<file path="config.mk">
export PLATFORM = sky130hd
export DESIGN_NAME = intersection_phase_scheduler
export DESIGN_NICKNAME = d
export VERILOG_FILES = /design/src/rtl/intersection_phase_scheduler.sv
export SDC_FILE = /design/constraint.sdc
export NUM_CORES = 1
export LEC_CHECK = 0
export CAP_MARGIN = 20
export CORE_UTILIZATION = 28
export DETAILED_ROUTE_END_ITERATION = 8
export GPL_TIMING_DRIVEN = 0
export PLACE_DENSITY_LB_ADDON = 0.3
export SLEW_MARGIN = 20
export SYNTH_ARGS = -nofsm -noshare
export SYNTH_HDL_FRONTEND = slang
export SYNTH_SLANG_ARGS = --single-unit
</file>
<file path="constraint.sdc">
create_clock -name clock -period 3.5 [get_ports clock]
set_clock_uncertainty 0.1 [all_clocks]
set_input_delay 0.875 -clock clock [delete_from_list [all_inputs] [get_ports clock]]
set_output_delay 0.875 -clock clock [all_outputs]
set_load 0.005 [all_outputs]
</file>
<file path="src/rtl/intersection_phase_scheduler.sv">
// Two-street traffic light phase sequencer with min/max green arbitration and a pedestrian walk phase.
// Optional night flash mode is compiled in with INTERSECTION_NIGHT_FLASH_EN.
module intersection_phase_scheduler #(
  parameter int GREEN_MIN     = 4,
  parameter int GREEN_MAX     = 16,
  parameter int YELLOW_CYCLES = 2,
  parameter int ALLRED_CYCLES = 1,
  parameter int WALK_CYCLES   = 6,
  parameter int FLASH_HALF    = 4
) (
  input  logic       clock,
  input  logic       reset,
  input  logic       t_a,
  input  logic       t_b,
  input  logic       ped_req,
`ifdef INTERSECTION_NIGHT_FLASH_EN
  input  logic       night_mode,
`endif
  output logic [1:0] l_a,
  output logic [1:0] l_b,
  output logic       walk,
  output logic [2:0] phase
);

  localparam int CW = $clog2(GREEN_MAX + 2 * FLASH_HALF);
  localparam logic [CW-1:0] GMIN_L  = CW'(GREEN_MIN - 1);
  localparam logic [CW-1:0] GMAX_L  = CW'(GREEN_MAX - 1);
  localparam logic [CW-1:0] YEL_L   = CW'(YELLOW_CYCLES - 1);
  localparam logic [CW-1:0] AR_L    = CW'(ALLRED_CYCLES - 1);
  localparam logic [CW-1:0] WALK_L  = CW'(WALK_CYCLES - 1);
  localparam logic [CW-1:0] FLASH_L = CW'(2 * FLASH_HALF - 1);
  localparam logic [CW-1:0] FHALF   = CW'(FLASH_HALF);

  localparam logic [1:0] GRN = 2'b00, YEL = 2'b01, RED = 2'b10, DRK = 2'b11;

  typedef enum logic [2:0] {
    A_GREEN = 3'd0, A_YEL = 3'd1, AR_AB = 3'd2, B_GREEN = 3'd3,
    B_YEL   = 3'd4, AR_BA = 3'd5, WALK  = 3'd6, FLASH   = 3'd7
  } state_e;

  state_e          state_q, state_d;
  logic [CW-1:0]   cnt_q;
  logic            ped_pend_q, next_b_q;
  logic            night;
  logic            a_yield, b_yield;

`ifdef INTERSECTION_NIGHT_FLASH_EN
  assign night = night_mode;
`else
  assign night = 1'b0;
`endif

  // A green side yields once min green is served and the other side wants it,
  // or a pedestrian is waiting; contested greens run to the max.
  assign a_yield = (cnt_q >= GMIN_L) &&
                   ((t_b && !t_a) || (t_b && cnt_q == GMAX_L) || ped_pend_q);
  assign b_yield = (cnt_q >= GMIN_L) &&
                   ((t_a && !t_b) || (t_a && cnt_q == GMAX_L) || ped_pend_q);

  always_comb begin
    state_d = state_q;
    case (state_q)
      A_GREEN: if (a_yield) state_d = A_YEL;
      A_YEL:   if (cnt_q == YEL_L) state_d = AR_AB;
      AR_AB:   if (cnt_q == AR_L)
                 state_d = night ? FLASH : (ped_pend_q ? WALK : B_GREEN);
      B_GREEN: if (b_yield) state_d = B_YEL;
      B_YEL:   if (cnt_q == YEL_L) state_d = AR_BA;
      AR_BA:   if (cnt_q == AR_L)
                 state_d = night ? FLASH : (ped_pend_q ? WALK : A_GREEN);
      WALK:    if (cnt_q == WALK_L) state_d = next_b_q ? B_GREEN : A_GREEN;
`ifdef INTERSECTION_NIGHT_FLASH_EN
      FLASH:   if (cnt_q == FLASH_L && !night) state_d = AR_BA;
`endif
      default: state_d = A_GREEN;
    endcase
  end

  always_ff @(posedge clock) begin
    if (reset) begin
      state_q    <= A_GREEN;
      cnt_q      <= '0;
      ped_pend_q <= 1'b0;
      next_b_q   <= 1'b1;
    end else begin
      state_q <= state_d;
      if (state_d != state_q)
        cnt_q <= '0;
      else if (state_q == FLASH)
        cnt_q <= (cnt_q == FLASH_L) ? '0 : cnt_q + 1'b1;
      else if (cnt_q != GMAX_L)
        cnt_q <= cnt_q + 1'b1;
      // Entering walk serves the request; a press during walk queues the next one.
      if (state_d == WALK && state_q != WALK)
        ped_pend_q <= 1'b0;
      else if (state_q != FLASH)
        ped_pend_q <= ped_pend_q | ped_req;
      if (state_q == AR_AB)
        next_b_q <= 1'b1;
      else if (state_q == AR_BA)
        next_b_q <= 1'b0;
    end
  end

  always_comb begin
    l_a  = RED;
    l_b  = RED;
    walk = 1'b0;
    case (state_q)
      A_GREEN: l_a = GRN;
      A_YEL:   l_a = YEL;
      B_GREEN: l_b = GRN;
      B_YEL:   l_b = YEL;
      WALK:    walk = 1'b1;
      FLASH: begin
        l_a = (cnt_q < FHALF) ? YEL : DRK;
        l_b = (cnt_q < FHALF) ? YEL : DRK;
      end
      default: ;
    endcase
  end

  assign phase = state_q;

endmodule
</file>
==> results of run 1 <==
## synth_stat cells (2+ instances only)
| master | n | area, µm² |
|---|---|---|
| inv_1 | 5 | 18.8 |
| and3_2 | 2 | 15.0 |
| a31oi_1 | 2 | 12.5 |
| a21oi_1 | 8 | 40.0 |
| nor2_1 | 8 | 30.0 |
| and2_1 | 3 | 18.8 |
| nand2_1 | 11 | 41.3 |
| nand2b_1 | 3 | 18.8 |
| ha_1 | 4 | 50.1 |
| nor2b_1 | 4 | 25.0 |
| dfxtp_1 | 10 | 200 |
| nor4_2 | 4 | 50.1 |
| o21ai_0 | 3 | 15.0 |
| o21bai_1 | 2 | 15.0 |
| nand3_1 | 8 | 40.0 |
| nor4b_2 | 2 | 30.0 |
| nand4b_1 | 2 | 17.5 |
| buf_6 | 3 | 33.8 |
## cell families after synthesis
kind of cell / count (synthesis) / synth area share [%]
AO/OA/AOI/OAI: 25 / 21.6
multiplexers: 2 / 2.62
buffers and inverters: 11 / 8.13
adder cells (fa/ha/maj): 4 / 5.24
XOR/XNOR: 2 / 1.84
flip-flops: 10 / 21.0
AND/OR/NAND/NOR: 57 / 39.6
## sequential cells by signal (all words and copies together), names as in the netlist
name and count:
cnt_q 5, next_b_q 1, ped_pend_q 1, phase 3
## power by group through the flow
stage	clock network, W	registers [W]	logic (W)
6_report	0.0000754	0.000166	0.000440
5_1_grt	0.0000812	0.000169	0.000481
3_3_place_gp	0	0.000166	0.000433
3_5_place_dp	0	0.000168	0.000439
4_1_cts	0.0000776	0.000166	0.000441
2_1_floorplan	0	0.000163	0.000340
## worst max-delay path, cell delays in order (launching register included)
cell and delay (ns):
dfxtp_1 0.35, clkbuf_1 0.37, nand3_1 0.28, o22a_2 0.25, clkdlybuf4s50_1 0.43
## final timing paths
path	from	endpoint	slack, ns	cells past startpoint
setup / recovery	phase[1]$_SDFF_PP0_	l_a[1]	0.58	4
hold / removal	next_b_q$_SDFFE_PP1P_	next_b_q$_SDFFE_PP1P_	0.48	2
setup reg to reg	cnt_q[0]$_SDFFE_PP0P_	cnt_q[0]$_SDFFE_PP0P_	0.58	9
hold reg to reg	next_b_q$_SDFFE_PP1P_	next_b_q$_SDFFE_PP1P_	0.48	2
## layer usage
| metal | GRT usage, % | vias to the layer above | routed length (µm) | part of all wire [%] |
|---|---|---|---|---|
| met1 | 17.7 | 413 | 1090 | 50 |
| met2 | 22.0 | 11 | 1040 | 48 |
| met4 | 4.98 | 0 | 30 | 1.4 |
| li1 | - | 438 | - | - |
| met5 | 0 | - | 0 | 0 |
| met3 | 0.640 | 2 | 23 | 1.1 |
## per-stage QoR
| stage | utilization [%] | area (µm²) |
|---|---|---|
| 2_1_floorplan | - | 955 |
| 3_3_place_gp | 35.5 | 1120 |
| 3_5_place_dp | 35.5 | 1120 |
| 4_1_cts | 36.2 | 1140 |
| 5_1_grt | 36.2 | 1140 |
| 6_report | 36.2 | 1140 |
## layout make-up
cell class	count	area (µm²)	area share, %
Multi-Input combinational cell	90	677	59.3
Clock buffer	3	22.5	1.97
Sequential cell	10	200	17.5
Tap cell	44	55.1	4.82
Timing Repair Buffer	11	110	9.64
Inverter	5	18.8	1.64
Buffer	6	58.8	5.15
==> results.cfg, run 1 <==
[status]
status = complete, no violations

[timing]
unrepaired_setup_endpoints_after_global_routing = false
worstMarginPinSlew_ns = 0.560
aggregate_negative_setup_slack_ns = 0
achievable-frequency_mhz = 342
post-route-min-period_ns = 2.92
setup-violations-final = 0
timing.final.crit_share_pct = 83.4
hold_viol_final = 0
fin_ws_ns = 0.580
slew_headroom_pct = 62.1
fin_worst_hold_slack_ns = 0.478
timing_max_transition_violations_final = 0

[synthesis]
synth-edff-count = 0
most_common_flop_cell_mapped_by_yosys = dfxtp_1
yosysWarningCount = 0
synth.net_count = 120
synth_async_sr_flop_share_pct = 0
unique_masters_post_synth = 45
post_synth.cell_area_avg_um2 = 8.60
mapped_area_um2 = 955
postSynthRegisterBits = 10
fraction_of_the_yosys_area_taken_by_sequential_cells_pct = 21.0
synthCells = 111

[finish]
layout-drive-gt1-share_pct = 22.4
stdcell_count = 169
layout.nets = 136
most_used_cells_in_the_layout_excluding_fill_and_tap_cells = nand2_1 (11), clkdlybuf4s50_1 (11), dfxtp_1 (10)
synth_to_final_area_change_pct = 19.7
nFillCells = 354
antennaDiodeCount = 0

[clocking]
post_cts_resize_count = 0
cts_setup_buffers = 0
clockBufferDepth = 2
cts_tree = done
cell_chosen_for_the_clock_root = clkbuf_4
cts_buffers = 3
cts.reportedPaths.clkPinSlew_ns = 0.06
clk-insertion-delay-late_ns = 0.26
cts_htree_levels = 1
cts.hold.buffers_added = 0
tritoncts_num_sinks = 10

[floorplan]
floorplan.initialDensity_pct = 30.3
die_height_um = 60.4
die_x_um = 60.4
boundaryPins = 13
die_area_um2 = 3650
placementRows = 20
core_um2 = 3150

[global_routing]
grt_first_pass_wirelength_um = 3590
gr-total-overflow = 0
grt_pass1_vias = 815
globalRouteTotalUtil_pct = 13.1
antenna_found_initial = 0
grt_max_degree = 11

[power]
peakVddDrop_mv = 0.344
power_leakage_nw = 0.416
internal-power_w = 0.000390
share_clk_of_total_power_pct = 11.1
power.total_w = 0.000681
netSwitchingFraction_pct = 42.7
reported_net_switching_power_w = 0.000291
power.share.sequential_pct = 24.3
power_density_nw_per_um2 = 596
combinationalPowerShare_pct = 64.6

[worst_hold_path]
hold_path.class = flip-flop to flip-flop

[drt]
wl_per_cell_um = 12.9
postRouteAntennaNets = 0
first_iter_violations = 32
drt_first_pass_iters = 4
finalWirelength_um = 2190
drc = 0
post_drt_via_cell_ratio = 5.11
route.vias.total = 864

[run]
max_cap_violations = 0

[worst_setup_path]
cp.required_ns = 2.52
critPathArrivalTime_ns = 1.94
startpoint_type = flip-flop
worst-path-max-fanout = 10
setup.worst_path.end_class = output port
worst-setup-path-type = flip-flop to output port

[placement]
gpl.final_weighted_congestion = 0.816
detailedPlace.worstSlack_ns = 0.597
port_buffers = 11
post_placement_cell_count = 166
detailed_place_hpwl_um = 1690
Power figures use the tool's default switching activity.
==> run 2: changes to the inputs <==
==> constraint.sdc (replaced) <==
create_clock -name clock -period 2.35 [get_ports clock]
set_clock_uncertainty 0.1 [all_clocks]
set_input_delay 0.5875 -clock clock [delete_from_list [all_inputs] [get_ports clock]]
set_output_delay 0.5875 -clock clock [all_outputs]
set_load 0.005 [all_outputs]
==> run 2 against run 1 <==
Effect of this change: non-clock buffer count is 7 higher; via count increased by 3.8%; register-to-register slack got worse by 0.54 ns; first-iteration DRC count decreased by 38%; count of clock-buffer cells in the layout unchanged; largest power group unchanged; hold slack worse by 0.013 ns.
==> results.cfg, run 2 (synthesis results as in run 1) <==
[status]
status = complete, no violations

[floorplan]
die_x_um = 60.4
boundaryPins = 13
die_height_um = 60.4
die_area_um2 = 3650
placementRows = 20
core_um2 = 3150
floorplan.initialDensity_pct = 30.3

[finish]
number_of_flip_flops_in_the_largest_register = 5
mostFrequentLayoutCell = nand2_1
synth_to_final_area_change_pct = 39.7
design_area_um2 = 1330
antennaDiodeCount = 0
most_used_cells_in_the_layout_excluding_fill_and_tap_cells = nand2_1 (11), nor2_1 (8), buf_4 (8)
layout.nets = 143
finalCoreUtilization_pct = 42.3
most_flop_heavy_register = cnt_q
layout-drive-gt1-share_pct = 40.9

[placement]
detailed_place.area_um2 = 1130
gpl.final_weighted_congestion = 0.876
port_buffers = 11
detailed_place_hpwl_um = 1790
detailedPlace.worstSlack_ns = -0.318

[worst_setup_path]
startpoint_type = flip-flop
worst-path-max-fanout = 5
reg2reg_from = cnt_q[1]$_SDFFE_PP0P_
setup.worst_path.end_class = flip-flop
worst_setup_path_startpoint = cnt_q[1]$_SDFFE_PP0P_
path_depth_of_the_worst_reg2reg_path = 9
rrSetupSlack_ns = 0.04
cp.required_ns = 2.41
critPathArrivalTime_ns = 2.37
worst-setup-path-type = flip-flop to flip-flop
critical_path.reg2reg.endpoint = cnt_q[1]$_SDFFE_PP0P_

[clocking]
cts.reportedPaths.clkPinSlew_ns = 0.06
cts_htree_levels = 1
clk-insertion-delay-late_ns = 0.26
cell_chosen_for_the_clock_root = clkbuf_4
tritoncts_num_sinks = 10
cts_buffers = 3
cts_tree = done
clockBufferDepth = 2

[power]
power.total_w = 0.00118
power_leakage_nw = 0.517
peakVddDrop_mv = 0.399
power_density_nw_per_um2 = 886

[drt]
drt_first_pass_iters = 4
postRouteAntennaNets = 0
drc = 0
route.vias.total = 897
wl_per_cell_um = 14.1
finalWirelength_um = 2490
first_iter_violations = 20
post_drt_via_cell_ratio = 5.10

[timing]
post-route-min-period_ns = 2.31
setup-violations-final = 0
slew_headroom_pct = 76.4
hold_viol_final = 0
fin_worst_hold_slack_ns = 0.466
timing_max_transition_violations_final = 0
achievable-frequency_mhz = 433
unrepaired_setup_endpoints_after_global_routing = true
timing.final.crit_share_pct = 98.3
worstMarginPinSlew_ns = 0.352
fin_ws_ns = 0.0405

[global_routing]
gr-total-overflow = 0
grt_max_degree = 11
globalRouteTotalUtil_pct = 15.7
antenna_found_initial = 0
grt_first_pass_wirelength_um = 4170
grt_pass1_vias = 868

[worst_hold_path]
timing.hold.worst_path_depth = 2
hold_path.class = flip-flop to flip-flop
timing.hold.worst_endpoint = next_b_q$_SDFFE_PP1P_
worstHoldStart = next_b_q$_SDFFE_PP1P_

[run]
max_cap_violations = 0
## run 2: changes by cell type in the layout (fill, tap and decap cells not counted), sizes merged
| cell | before | now |
|---|---|---|
| buf | 4 | 12 |
| clkbuf | 5 | 4 |
| clkdlybuf4s50 | 11 | 6 |
| dlymetal6s2s | 0 | 3 |
| inv | 5 | 4 |
| clkinvlp | 0 | 1 |
| dlygate4sd2 | 0 | 2 |
## run 2: metal layers
layer	track usage (%)	wire, µm	vias up	share of wire [%]
met2	24.8	1200	22	48
met3	0.853	92	4	3.7
met1	21.7	1150	422	46
li1	-	-	449	-
met4	7.97	48	0	1.9
met5	0	0	-	0
## run 2: worst max-delay path by stage
stage	end	slack [ns]	cells after the start
after floorplan	cnt_q[0]$_SDFFE_PP0P_	0.02	9
after global placement	cnt_q[0]$_SDFFE_PP0P_	-0.28	7
after detailed placement	cnt_q[4]$_SDFFE_PP0P_	-0.32	7
after CTS	cnt_q[1]$_SDFFE_PP0P_	-0.01	9
after global routing	cnt_q[1]$_SDFFE_PP0P_	-0.06	9
final	cnt_q[1]$_SDFFE_PP0P_	0.04	9
## run 2: final cells by class
cell class / count / area (µm²)
Buffer: 6 / 70.1
Fill cell: 331 / 1820
Multi-Input combinational cell: 90 / 779
Sequential cell: 10 / 216
Clock buffer: 3 / 22.5
Inverter: 5 / 22.5
Tap cell: 44 / 55.1
Timing Repair Buffer: 18 / 168
## run 2: critical path, stage by stage, from the launching register on
cell and delay [ns]:
dfxtp_4 0.36, ha_4 0.13, and3_4 0.19, ha_4 0.14, or2b_4 0.11, a21oi_2 0.04, or4b_4 0.52, a31oi_4 0.20
o211ai_4 0.15, nor4_2 0.26
## run 2: metrics by stage
stage / TNS [ns] / std cells
final: 0 / 176
after global routing: -0.0669 / 176
after CTS: -0.0173 / 174
after detailed placement: -1.60 / 166
after global placement: -1.49 / 166
after floorplan: 0 / 111
## run 2: timing repair
item | 4_1_cts | 5_1_grt
setup endpoints to repair | 11 | 9
setup buffers | 5 | 2
gates resized for setup | 21 | 13
pin swaps | 9 | 6
hold endpoints to repair | 0 | 0
hold buffers | 0 | 0
## run 2: where the power goes
part	leakage, nW	internal, W	switching [W]
clock	0.0138	0.0000587	0.0000506
combinational	0.418	0.000400	0.000418
sequential	0.0856	0.000217	0.0000374
total	0.517	0.000676	0.000506
==> run 3: changes to the inputs <==
--- a/config.mk
+++ b/config.mk
@@ -10,7 +10,7 @@
 export DETAILED_ROUTE_END_ITERATION = 8
 export GPL_TIMING_DRIVEN = 0
 export PLACE_DENSITY_LB_ADDON = 0.3
-export SLEW_MARGIN = 20
+export REMOVE_ABC_BUFFERS = 1
 export SYNTH_ARGS = -nofsm -noshare
 export SYNTH_HDL_FRONTEND = slang
 export SYNTH_SLANG_ARGS = --single-unit
==> run 3 against run 2 <==
Effect of this change: count of clock-buffer cells in the layout up 1; global-route usage is 2.0 points lower; maximum frequency increased by 1.2%; highest routed layer unchanged; critical endpoint is now cnt_q[2]$_SDFFE_PP0P_; combinational power decreased by 17%; setup slack gained 0.028 ns; total power shrank 4.2%; hold slack better by 0.0034 ns; first-iteration DRC count up 10%; sequential share of layout area rose by 1.3 points; largest cell class unchanged; sequential power is 15% higher.
==> results.cfg, run 3 (synthesis results as in run 1) <==
[power]
peakVddDrop_mv = 0.365
power_density_nw_per_um2 = 870
power_leakage_nw = 0.482

[worst_hold_path]
timing.hold.worst_path_depth = 2
hold_path.class = flip-flop to flip-flop
worstHoldStart = next_b_q$_SDFFE_PP1P_

[floorplan]
core_um2 = 3150
die_x_um = 60.4
die_area_um2 = 3650
boundaryPins = 13
floorplan.initialDensity_pct = 30.3
placementRows = 20
die_height_um = 60.4

[clocking]
cell_chosen_for_the_clock_root = clkbuf_4
tritoncts_num_sinks = 10
clk-insertion-delay-late_ns = 0.27
cts_tree = done
cts.reportedPaths.clkPinSlew_ns = 0.07
cts_htree_levels = 1
clockBufferDepth = 2
cts_buffers = 3

[worst_setup_path]
startpoint_type = flip-flop
setup.worst_path.end_class = flip-flop
critical_path.reg2reg.endpoint = cnt_q[2]$_SDFFE_PP0P_
rrSetupSlack_ns = 0.07
worst_setup_path_startpoint = cnt_q[1]$_SDFFE_PP0P_
worst-path-max-fanout = 5
cp.required_ns = 2.39
worst-setup-path-type = flip-flop to flip-flop
critPathArrivalTime_ns = 2.32
endpoint = cnt_q[2]$_SDFFE_PP0P_
path_depth_of_the_worst_reg2reg_path = 9
reg2reg_from = cnt_q[1]$_SDFFE_PP0P_

[global_routing]
grt_pass1_vias = 786
antenna_found_initial = 0
grt_first_pass_wirelength_um = 3670
globalRouteTotalUtil_pct = 13.7
gr-total-overflow = 0
grt_max_degree = 22

[drt]
route.vias.total = 912
finalWirelength_um = 2270
drt_first_pass_iters = 4
wl_per_cell_um = 12.8
first_iter_violations = 22
post_drt_via_cell_ratio = 5.15
drc = 0
postRouteAntennaNets = 0

[timing]
achievable-frequency_mhz = 438
worstMarginPinSlew_ns = 0.474
unrepaired_setup_endpoints_after_global_routing = true
post-route-min-period_ns = 2.28
timing_max_transition_violations_final = 0
setup-violations-final = 0
timing.final.crit_share_pct = 97.1
hold_viol_final = 0
slew_headroom_pct = 68.3
aggregate_negative_setup_slack_ns = 0
fin_ws_ns = 0.0681

[placement]
post_placement_cell_count = 161
detailedPlace.worstSlack_ns = -0.523
detailed_place_hpwl_um = 1550
port_buffers = 12
gpl.final_weighted_congestion = 0.827

[finish]
antennaDiodeCount = 0
layout-drive-gt1-share_pct = 37.6
nFillCells = 327
most_flop_heavy_register = cnt_q
most_used_cells_in_the_layout_excluding_fill_and_tap_cells = nand2_1 (11), buf_4 (11), clkdlybuf4s50_1 (9)
stdcell_count = 177
synth_to_final_area_change_pct = 36.2
finalCoreUtilization_pct = 41.2
number_of_flip_flops_in_the_largest_register = 5
layout.nets = 143

[status]
status = complete, no violations

[run]
max_cap_violations = 0
-- run 3: changes by cell type in the layout (fill, tap and decap cells not counted), moves of 2 or more --
cell / change
buf_4: +3
buf_6: -3
clkdlybuf4s50_1: +3
dfxtp_2: -3
dfxtp_4: +4
dlymetal6s2s_1: -2
-- run 3: power breakdown --
part / leakage [nW] / switching [W] / internal (W)
Combinational: 0.374 / 0.000335 / 0.000348
Clock: 0.0210 / 0.0000618 / 0.0000942
Sequential: 0.0873 / 0.0000755 / 0.000216
Total: 0.482 / 0.000472 / 0.000659
-- run 3: through the flow --
stage          power (W)  area, µm²  hold slack (ns)
2_1_floorplan   0.000711        896            0.409
3_3_place_gp    0.000864       1070            0.447
3_5_place_dp    0.000868       1070            0.456
4_1_cts          0.00109       1220            0.464
5_1_grt          0.00121       1300            0.509
6_report         0.00113       1300            0.469
-- run 3: layout make-up --
class,instances,area [µm²],share of cell area [%]
Tap cell,44,55.1,4.23
Inverter,5,18.8,1.44
Sequential cell,10,228,17.5
Timing Repair Buffer,24,223,17.1
Clock buffer,4,36.3,2.79
Multi-Input combinational cell,90,739,56.9
-- run 3: worst min path at each step --
stage / to / slack [ns]
floorplan: next_b_q$_SDFFE_PP1P_ / 0.41
global placement: next_b_q$_SDFFE_PP1P_ / 0.45
CTS: next_b_q$_SDFFE_PP1P_ / 0.46
detailed placement: next_b_q$_SDFFE_PP1P_ / 0.46
global route: next_b_q$_SDFFE_PP1P_ / 0.51
finish: next_b_q$_SDFFE_PP1P_ / 0.47
-- run 3: per-layer routing --
metal  share of wire, %  GRT usage, %  vias up
li1                   -             -      455
met1                 49          21.2      432
met2                 46          18.7       21
met3                3.9          1.28        4
met4                1.5          6.64        0
met5                  0             0        -
-- run 3: timing repair --
item | CTS | global route
setup buffers | 6 | 6
hold buffers | 0 | 0
setup endpoints to repair | 13 | 8
gates resized for setup | 24 | 6
pin swaps | 10 | 9
-- run 3: critical path, stage by stage, from the launching register on --
cell and delay, ns:
dfxtp_4 0.36, ha_4 0.12, and3_4 0.18, ha_4 0.13, or2b_4 0.11, a21oi_2 0.04, or4b_4 0.53, and4_4 0.22
o211ai_4 0.27, nor4b_2 0.08
